`config.mk`:
```
export PLATFORM = sky130hd
export DESIGN_NAME = paddle_ctrl
export DESIGN_NICKNAME = d
export VERILOG_FILES = /design/src/rtl/paddle_ctrl.sv
export SDC_FILE = /design/constraint.sdc
export NUM_CORES = 1
export LEC_CHECK = 0
export ABC_AREA = 1
export CAP_MARGIN = 20
export CORE_ASPECT_RATIO = 1.75
export CORE_MARGIN = 10
export CORE_UTILIZATION = 45
export DETAILED_ROUTE_END_ITERATION = 6
export GPL_TIMING_DRIVEN = 0
export PLACE_DENSITY = 0.7
export SLEW_MARGIN = 20
export SYNTH_ARGS = -nofsm -noshare
export SYNTH_HDL_FRONTEND = slang
export SYNTH_SLANG_ARGS = --single-unit
export TNS_END_PERCENT = 100
```
`constraint.sdc`:
```
create_clock -name Clock -period 6.8 [get_ports Clock]
set_clock_uncertainty 0.05 [all_clocks]
set_input_delay 1.36 -clock Clock [delete_from_list [all_inputs] [get_ports Clock]]
set_output_delay 1.36 -clock Clock [all_outputs]
set_load 0.1 [all_outputs]
```
`src/rtl/paddle_ctrl.sv`:
```
// paddle_ctrl: multi-paddle Pong controller. Each paddle moves under push
// buttons or follows the ball in auto mode, accelerating while a direction
// is held, and publishes its draw flag and edge coordinates.
module paddle_ctrl #(
  parameter int NUM_BARS    = 2,
  parameter int oLeft       = 10,
  parameter int xPitch      = 760,
  parameter int oTop        = 10,
  parameter int oHeight     = 50,
  parameter int oWidth      = 20,
  parameter int sWidth      = 800,
  parameter int sHeight     = 600,
  parameter int MAX_SPEED   = 4,
  parameter int ACCEL_TICKS = 8,
  parameter int DEADZONE    = 4
) (
  input  logic                     Clock,
  input  logic                     Reset,
  input  logic                     PixelClock,
  input  logic [2*NUM_BARS-1:0]    Button,
  input  logic [NUM_BARS-1:0]      AutoMode,
  input  logic [10:0]              BallY,
  input  logic [11:0]              xPos,
  input  logic [11:0]              yPos,
  output logic [NUM_BARS-1:0]      drawBar,
  output logic [NUM_BARS*44-1:0]   barEdges,
  output logic [NUM_BARS-1:0]      moving
);

  localparam int SW = $clog2(MAX_SPEED + 1);
  localparam int HW = (ACCEL_TICKS > 1) ? $clog2(ACCEL_TICKS) : 1;
  localparam int HL = (ACCEL_TICKS >= 2) ? ACCEL_TICKS - 2 : 0;

  localparam logic [11:0] Y_MIN   = 12'd1;
  localparam logic [11:0] Y_MAX   = 12'(sHeight - oHeight);
  localparam logic signed [11:0] HALF_H = 12'(oHeight / 2);
  localparam logic signed [11:0] DZ     = 12'(DEADZONE);

  typedef enum logic [1:0] {IDLE, MOVE_UP, MOVE_DOWN} dir_t;

  // Saturating upward move: the top edge never goes above row 1.
  function automatic logic [10:0] clamp_up(input logic [10:0] y, input logic [10:0] amt);
    logic [11:0] y12;
    logic [11:0] a12;
    y12 = {1'b0, y};
    a12 = {1'b0, amt};
    if (y12 < Y_MIN + a12) clamp_up = Y_MIN[10:0];
    else                   clamp_up = 11'(y12 - a12);
  endfunction

  // Saturating downward move: the bottom edge never goes below sHeight-1.
  function automatic logic [10:0] clamp_down(input logic [10:0] y, input logic [10:0] amt);
    logic [11:0] sum;
    sum = {1'b0, y} + {1'b0, amt};
    if (sum > Y_MAX) clamp_down = Y_MAX[10:0];
    else             clamp_down = sum[10:0];
  endfunction

  for (genvar i = 0; i < NUM_BARS; i++) begin : g_bar
    localparam logic [10:0] LEFT  = 11'(oLeft + i * xPitch);
    localparam logic [10:0] RIGHT = 11'(oLeft + i * xPitch + oWidth - 1);

    logic [10:0]          rect_y;
    dir_t                 state;
    logic [SW-1:0]        speed;
    logic [HW-1:0]        hold;
    logic                 moving_r;
    dir_t                 req;
    logic [10:0]          amt;
    logic [10:0]          y_next;
    logic                 wrap;
    logic [10:0]          bottom;
    logic signed [11:0]   centre;
    logic signed [11:0]   ball;

    // Decode the per-paddle request from buttons or from ball tracking.
    always_comb begin
      req    = IDLE;
      centre = signed'({1'b0, rect_y}) + HALF_H;
      ball   = signed'({1'b0, BallY});
      if (AutoMode[i]) begin
        if (ball < centre - DZ)      req = MOVE_UP;
        else if (ball > centre + DZ) req = MOVE_DOWN;
      end else begin
        case (Button[2*i +: 2])
          2'b01:   req = MOVE_UP;
          2'b10:   req = MOVE_DOWN;
          default: req = IDLE;
        endcase
      end
    end

    // Step size and next position; a fresh direction always starts at 1 pixel.
    always_comb begin
      amt    = (req == state) ? 11'(speed) : 11'd1;
      y_next = (req == MOVE_UP) ? clamp_up(rect_y, amt) : clamp_down(rect_y, amt);
      wrap   = (ACCEL_TICKS < 2) || (hold == HW'(HL));
    end

    // Direction FSM with position, acceleration and registered moving flag.
    always_ff @(posedge Clock or negedge Reset) begin
      if (!Reset) begin
        rect_y   <= 11'(oTop);
        state    <= IDLE;
        speed    <= SW'(1);
        hold     <= '0;
        moving_r <= 1'b0;
      end else if (PixelClock) begin
        if (req == IDLE) begin
          state    <= IDLE;
          speed    <= SW'(1);
          hold     <= '0;
          moving_r <= 1'b0;
        end else begin
          rect_y   <= y_next;
          moving_r <= 1'b1;
          if (req == state) begin
            if (wrap) begin
              hold <= '0;
              if (speed < SW'(MAX_SPEED)) speed <= speed + SW'(1);
            end else begin
              hold <= hold + HW'(1);
            end
          end else begin
            state <= req;
            speed <= SW'(1);
            hold  <= '0;
          end
        end
      end
    end

    assign bottom               = rect_y + 11'(oHeight - 1);
    assign barEdges[44*i +: 44] = {bottom, rect_y, RIGHT, LEFT};
    assign moving[i]            = moving_r;
    assign drawBar[i]           = (xPos >= {1'b0, LEFT})   && (xPos <= {1'b0, RIGHT}) &&
                                  (yPos >= {1'b0, rect_y}) && (yPos <= {1'b0, bottom});
  end

endmodule

```
---- Word-level counts from Yosys, hierarchy flattened ----
Index checks and enable logic that the tools add are counted.
word-level totals
  register bits ........................... 40
  input port bits ......................... 44
  output and inout bits ................... 92
cells by class
  add/subtract/negate cells ............... 18
  $lt $le $gt $ge ......................... 18
  equal/unequal tests ..................... 16
  muxes and demuxes ....................... 36
  bitwise gates (word level) .............. 2
  reductions and logical operators ........ 14
operators with widths
  kind                   count
  $mux 11                6
  $mux 3                 16
  $add 11x3->12          2
  $add 11x5->12 const B  2
  $add 12x4->12 const B  2
  $ge 12x11->1           2
  $gt 12x10->1 const B   2
  $gt 12x12->1           2
  $le 12x11->1           2
  $lt 12x12->1           2
  $sub 12x4->12 const B  2
  $add 11x6->11 const B  2
  $lt 11x4->1            2
  $sub 11x3->11          2
  $mux 2                 10
  $add 3x1->3 const B    4
  $ge 12x10->1 const B   1
  $ge 12x4->1 const B    1
  $le 12x10->1 const B   1
  $le 12x5->1 const B    1
  $add 1x3->4 const A    2
  $eq 2x1->1 const B     4
  $pmux 2 s2             2
  $reduce_and 2->1       4
  12 further kinds       28

---- Depth between registers and ports, before layout ----
Gate-level depths: netlist of run 1.
  depth in word-level cells ............... 12
  depth in mapped cells ................... 44

---- Worst setup path after synthesis of run 1 ----
OpenSTA, ideal clock, no wires.
  kind .................................... reg-to-output
  from .................................... register g_bar[1].rect_y[0]
  to ...................................... output drawBar[1]
  data arrival time ....................... 8771 ps
  data required time ...................... 5390 ps
  slack ................................... -3381 ps
  cell stages (with the launch flop) ...... 14
  path buffers ............................ 0
  path through ............................ dfrtp_1 -> ha_1 -> nand2_2 -> inv_2 -> nand2_1 -> nand2_1 -> nand2_1 -> xor2_1 -> inv_1 -> ha_1 -> nand4_1 -> nor4_1 -> nand2_1 -> a2111oi_0
on the way
  word-level cells in the longest chain between the ends .. 3
  elaborated cells on any way between the ends .. 5
RTL lines
  element                   RTL line  source
  start: declaration        63        logic [10:0] rect_y;
  start signal: assignment  103       rect_y <= 11'(oTop);
  start signal: assignment  115       rect_y <= y_next;
  $add 11x6->11             133       assign bottom = rect_y + 11'(oHeight - 1);
  via barEdges[85]          26        output logic [NUM_BARS*44-1:0] barEdges,
  $le 12x11->1              137       (yPos >= {1'b0, rect_y}) && (yPos <= {1'b0, bottom});
  $logic_and 1x1->1         137
  end: declaration          25        output logic [NUM_BARS-1:0] drawBar,
The timed path passes the listed nets, and every way through them passes these cells.

---- Worst setup path in the final report of run 1 ----
  from .................................... register g_bar[0].rect_y[1]
  to ...................................... output drawBar[0]
on the way
  word-level cells in the longest chain between the ends .. 3
  elaborated cells on any way between the ends .. 5
RTL lines
  element                                            RTL line
  start: declaration                                 63
  start signal: assignment                           103
  start signal: assignment                           115
  $add 11x6->11 or $ge 12x11->1 (tied branches)      133, 137
  $le 12x11->1 or $logic_and 1x1->1 (tied branches)  137, 136
  $logic_and 1x1->1 *                                137
Every way passes the cells marked *; elsewhere a longest branch is shown, timed or not.

==> run metrics, run 1 <==
Iter 0 DRT Violations=263; CTS tree=built; Starting Density=0.4589; number of library cell types mapped by synthesis=52; DRC violations left=0; reg2reg setup slack=0.66 ns; fraction of registers with async set/reset=1.000; register area=roughly 1000 um2; ANT cells=0; hpwl dp=~19000 um; Area growth syn-to-layout=20.44%; Routed WL=around 22000 um; Final #Nets=1363; top-level I/O count=136; Pins Over Slew Limit=0; Skew-Pair Late Insertion Delay=0.29 ns; layout cells sized above 1=0.1429; number of buffers created by CTS=5; register area share after synthesis=0.1384; antenna violations before repair=0; MaxCap Viol Count=0; Die Y=188.3 um; Worst Tran Pin Value=0.9878 ns; post_cts resized=0; critical path class=reg2out; Hold Path End=g_bar[0].speed[0]; synth top area cells=ha_1, nand2_1, dfrtp_1; Final Setup Violations=0; hold path cells=2; ANT nets after route=0; Worst Setup End Kind=output port; crit start category=flop; setup TNS=0 ns; Fill cells=around 1600; Place WS=0.5540 ns; status=completed; RSZ-0062 raised after global routing=no; fmax=162.3 MHz; multi-input logic area=5448 um2; Congestion Overflow GR=0; FF-to-FF Start=g_bar[1].rect_y[1]; Num Clock Sinks=40; Data required, critical path=5.39 ns; routability cong.=0.9316; via count=7107; first-pass GRT wire length=34800 um; H-Tree Level Count=2; pin count of the biggest net entering global routing=32; worst-case clock buffer depth=2; Synthesis Warnings=0; post-synth top area share=0.1923; gr usage total=0.1980; R2R depth=36; Rows=61; Critical Path AT=4.75 ns; CP max FO=11; routed wire length per instance=~15 um; Layout Cells excl Fill=~1400; Yosys reg bits=40; Reg2Reg Capture Point=g_bar[1].rect_y[9]; core area=between 15000 and 20000 um2; leading area contributor after synthesis=ha_1; post-CTS setup buffers=0; Vias/cell=5.102; drt first pass iters=5; final worst setup slack=~0.64 ns; HP Class=reg2reg; clock transition at the registers of the reported paths=~0.060 ns; DP Cell Count=around 1400; synthesized instance count=between 1000 and 1500; main flop type after synthesis=dfrtp_1; Final period util=0.9063; Post-CTS Hold Buffers=0; Hold Fails Final Rpt=0; syn avg cell area=between 6 and 7 um2; Root Buffer=clkbuf_16; synthesized area=7286 um2; area of the die=21880 um2; vias in the first global route=approximately 7000; Worst slew margin=0.3394; Port Buffers=89; Die W=116.2 um; EDFF count, synth=0; Hold Startpoint=g_bar[0].speed[0]; post-layout min period=6.163 ns
state kept, by name, indices dropped and copies added, names as in the netlist:
| signal | count |
|---|---|
| g_bar.rect_y | 22 |
| g_bar.hold | 6 |
| g_bar.state | 4 |
| g_bar.speed | 6 |
| g_bar.moving_r | 2 |
how the worst max path moves through the flow:
stage / start / to / slack, ns / cells past startpoint
6_report: g_bar[0].rect_y[1] / drawBar[0] / 0.64 / 18
5_1_grt: g_bar[1].rect_y[1] / g_bar[1].rect_y[9] / 0.04 / 37
4_1_cts: g_bar[0].rect_y[1] / g_bar[0].rect_y[8] / 0.50 / 37
3_5_place_dp: g_bar[0].rect_y[1] / g_bar[0].rect_y[1] / 0.55 / 36
3_3_place_gp: g_bar[0].rect_y[1] / g_bar[0].rect_y[8] / 0.55 / 37
2_1_floorplan: g_bar[0].rect_y[0] / drawBar[0] / 0.007 / 17
cells in the mapped netlist, types with 8 or more instances:
cell     instances
nor3_1          11
nand3_1         52
o21ai_1         11
nor2_1          95
inv_1          125
inv_2           13
buf_4           50
xnor2_1          8
xor2_1          63
o21ai_0         28
nor2_4           8
ha_1           112
nand2_1        240
dfrtp_1         34
a21oi_1         51
nand2_2         27
nand4_1         20
nand3_2          8
layer usage:
layer,vias up,global-route usage,routed length [um]
li1,3652,-,-
met1,3221,0.2135,8445
met2,186,0.3531,10900
met3,48,0.03276,1143
met4,0,0.1074,1052
met5,-,0,0
placed cells by master (no fill, tap or decap), types with 9 or more instances in the layout:
master and n:
a21oi_1 50, buf_4 50, xor2_1 63, nand3_1 52, nor2_1 94, o21ai_0 27, dfrtp_1 34, nand2_1 240
o21ai_1 12, nand4_1 20, ha_1 112, inv_1 125, conb_1 44, nor3_1 10, clkdlybuf4s50_1 88, nand2_2 27
inv_2 13, nor2_4 9
stage by stage:
| step | instance area (um2) | hold WS (ns) | utilization |
|---|---|---|---|
| floorplan | 7468 | 0.4003 | - |
| global placement | 8596 | 0.4212 | 0.5415 |
| detailed placement | 8611 | 0.4289 | 0.5424 |
| CTS | 8761 | 0.4460 | 0.5519 |
| global route | 8775 | 0.4772 | 0.5527 |
| finish | 8775 | 0.4441 | 0.5527 |
area by class of cell:
class                      instances  area share
inverter                         147     0.06402
tap                              189     0.02695
buffer                            62     0.05247
multi-input combinational        857      0.6208
clock inverter                     1   0.0008556
timing repair buffer              90      0.1032
clock buffer                       7     0.01626
sequential                        40      0.1154
critical path, stage by stage (launching register included):
cell and delay [ns]:
dfstp_4 0.72, ha_1 0.23, nand2_2 0.11, clkinv_1 0.13
nand2_1 0.08, nand2_1 0.12, xor2_1 0.29, inv_1 0.09
ha_1 0.28, nand2_1 0.08, nor2_1 0.06, a211oi_1 0.19
nor2_1 0.06, a2111oi_0 0.31, nand3_1 0.11, o21ai_0 0.14
o2111ai_1 0.17, a21oi_2 0.13, clkdlybuf4s50_1 1.15
cells by family after synthesis:
kind of cell | Yosys count | synth area share
DFF | 40 | 0.1384
buffers and inverters | 209 | 0.1403
xor gates and xnor gates | 71 | 0.08535
other | 2 | 0.001031
adders and majority gates | 116 | 0.2033
and+or+nand+nor | 490 | 0.3168
AOI/OAI and AO/OA | 136 | 0.1147
Power of run 1 is not shown: default switching activity piles up to over one toggle a cycle in this logic, so the estimate is an artifact.
==> run 2: changes to the inputs <==
ABC_AREA = unset   (was 1)
CORE_UTILIZATION = 35   (was 45)
PLACE_DENSITY = 0.57   (was 0.7)
REMOVE_ABC_BUFFERS = 1   (was unset)
==> run metrics, run 2 <==
number of library cell types mapped by synthesis=79 (+52%); ANT cells=0 (unchanged); Setup crit end=g_bar[1].rect_y[3]; area of the die=27100 um2 (+24%); Yosys reg bits=40 (unchanged); crit start category=flop; worst-case clock buffer depth=2 (unchanged); Die Y=210.4 um (+12%); Rows=69 (+13%); routed wire length per instance=20.37 um (+32%); hpwl dp=20420 um (+9.6%); fraction of registers with async set/reset=1.000 (unchanged); layout cells sized above 1=0.1359 (-0.006972); EDFF count, synth=0 (unchanged); Congestion Overflow GR=0 (unchanged); Iter 0 DRT Violations=541 (+110%); antenna violations before repair=0 (unchanged); Data required, critical path=6.98 ns (+1.59 ns); CTS tree=built; CP max FO=20 (+9); Pins Over Slew Limit=0 (unchanged); most numerous cell in the Yosys netlist=ha_1; via count=7460 (+5.0%); commonest cells after routing, fill and taps aside=ha_1, clkdlybuf4s50_1, inv_1; Final Setup Violations=0 (unchanged); drt first pass iters=6 (+1); core area=20370 um2 (+28%); pin count of the biggest net entering global routing=25 (-22%); Critical Path AT=6.76 ns (+2.01 ns); Place WS=-1.181 ns (-1.735 ns); HP Class=reg2reg; Hold Fails Final Rpt=0 (unchanged); max reg flops=22 (unchanged); Port Buffers=90 (+1.1%); Num Clock Sinks=40 (unchanged); status=completed; vias in the first global route=7265 (+3.5%); Synthesis Warnings=0 (unchanged); main flop type after synthesis=dfrtp_1; FF-to-FF Start=g_bar[1].rect_y[6]; post-layout min period=6.575 ns (+0.4123 ns); gr usage total=0.1823 (-0.01572); first-pass GRT wire length=38970 um (+12%); number of buffers created by CTS=5 (unchanged); Reg2Reg Capture Point=g_bar[1].rect_y[3]; syn avg cell area=7.663 um2 (+12%); critical path class=reg2reg; Skew-Pair Late Insertion Delay=0.30 ns (about the same); ANT nets after route=0 (unchanged); Final #Nets=1204 (-12%); Vias/cell=5.770 (+13%); commonest non-fill, non-tap cell in the layout=ha_1; Post-synth top cells=ha_1, inv_1, a21oi_1; synthesized instance count=946 (-11%); Final period util=0.9669 (+0.06063); synth top area cells=ha_1, dfrtp_1, xnor2_1; Layout Cells excl Fill=1293 (-7.2%); Area growth syn-to-layout=24.75%; post-synth top area share=0.1933 (+0.0009627); Starting Density=0.3558 (-0.1031); Die W=128.8 um (+11%); Critical Path Start=g_bar[1].rect_y[6]; final worst setup slack=0.2251 ns (-0.4123 ns); Worst Tran Pin Value=1.035 ns (+0.04763 ns); DP Cell Count=1243 (-10%); reg2reg setup slack=0.23 ns (-0.43 ns); fmax=152.1 MHz (-6.3%); Worst Setup End Kind=flop; R2R depth=27 (-25%); H-Tree Level Count=2 (unchanged); top-level I/O count=136 (unchanged); synthesized area=7249 um2 (-0.50%); Crit path largest cell delay=0.83 ns (-0.32 ns); register area share after synthesis=0.1391 (+0.0006928); leading area contributor after synthesis=ha_1; routability cong.=0.9284 (-0.34%); Routed WL=26340 um (+22%); DRC violations left=0 (unchanged); register name with the most flops=g_bar.rect_y; clock transition at the registers of the reported paths=0.07 ns (about the same); Worst slew margin=0.3097 (-0.02969); Root Buffer=clkbuf_16; MaxCap Viol Count=0 (unchanged); largest registers=g_bar.rect_y x22, g_bar.hold x6, g_bar.speed x6; Critical Path Slowest Stage Cell=dfrtp_1
run 2: cell types whose count changed after synthesis, moves of 23 or more:
cell	before	now
inv_1	125	77
nor2b_1	0	23
nand3_1	52	27
nor2_1	95	50
nand2_2	27	0
xnor2_1	8	52
clkbuf_1	0	30
nand2_1	240	51
xor2_1	63	16
run 2: critical path: cells and delay by family (launching register included):
kind | cells | cell delay, ns
adder cells (fa/ha/maj) | 3 | 0.94
buffers and inverters | 2 | 0.31
AND/OR/NAND/NOR | 10 | 2.08
flip-flops | 1 | 0.83
AO/OA/AOI/OAI | 9 | 1.67
XOR/XNOR | 3 | 0.61
run 2: final cells by class:
type | count | area (um2)
multi-input cells | 784 | 5976
well taps | 248 | 310.3
clock buffers | 7 | 152.6
flip-flops and latches | 40 | 1042
clock inverters | 1 | 30.03
inverters | 80 | 304.0
repair buffers | 133 | 1229
fillers | 2080 | 11330
run 2: per-layer routing:
| metal | global-route usage | vias to the layer above | part of all wire |
|---|---|---|---|
| met3 | 0.03417 | 75 | 0.066 |
| met1 | 0.1892 | 3502 | 0.35 |
| met2 | 0.3280 | 334 | 0.52 |
| met5 | 0 | - | 0 |
| met4 | 0.1126 | 0 | 0.063 |
| li1 | - | 3549 | - |
run 2: stage by stage:
step	area (um2)	setup TNS (ns)	util	hold slack, ns
2_1_floorplan	6904	-29.31	-	0.4108
3_3_place_gp	8115	-18.48	0.3983	0.4167
3_5_place_dp	8130	-19.25	0.3990	0.4242
4_1_cts	8578	0	0.4210	0.4395
5_1_grt	9044	-0.1913	0.4439	0.4613
6_report	9044	0	0.4439	0.4381
run 2: cells by family after synthesis:
group / count (synthesis) / synth area share
buf+inv: 164 / 0.1108
simple gates: 276 / 0.2011
compound gates: 278 / 0.2587
flops: 40 / 0.1391
xor+xnor: 68 / 0.08215
mux: 2 / 0.002762
fa+ha+maj: 116 / 0.2043
other cells: 2 / 0.001036
run 2: worst min path at each step:
stage / from / endpoint / slack [ns] / cells after the start
3_5_place_dp: g_bar[1].moving_r / g_bar[1].moving_r / 0.42 / 1
6_report: g_bar[1].moving_r / g_bar[1].moving_r / 0.44 / 1
2_1_floorplan: g_bar[1].speed[0] / g_bar[1].speed[0] / 0.41 / 2
3_3_place_gp: g_bar[1].moving_r / g_bar[1].moving_r / 0.42 / 1
4_1_cts: g_bar[1].moving_r / g_bar[1].moving_r / 0.44 / 1
5_1_grt: g_bar[0].moving_r / g_bar[0].moving_r / 0.46 / 1
run 2: what timing repair did:
item,4_1_cts,5_1_grt
buffers inserted,9,33
setup endpoints to repair,22,22
hold buffers,0,0
gates resized for setup,40,56
hold endpoints to repair,0,0
pin swaps,8,26
Power of run 2 is left out for the same reason.
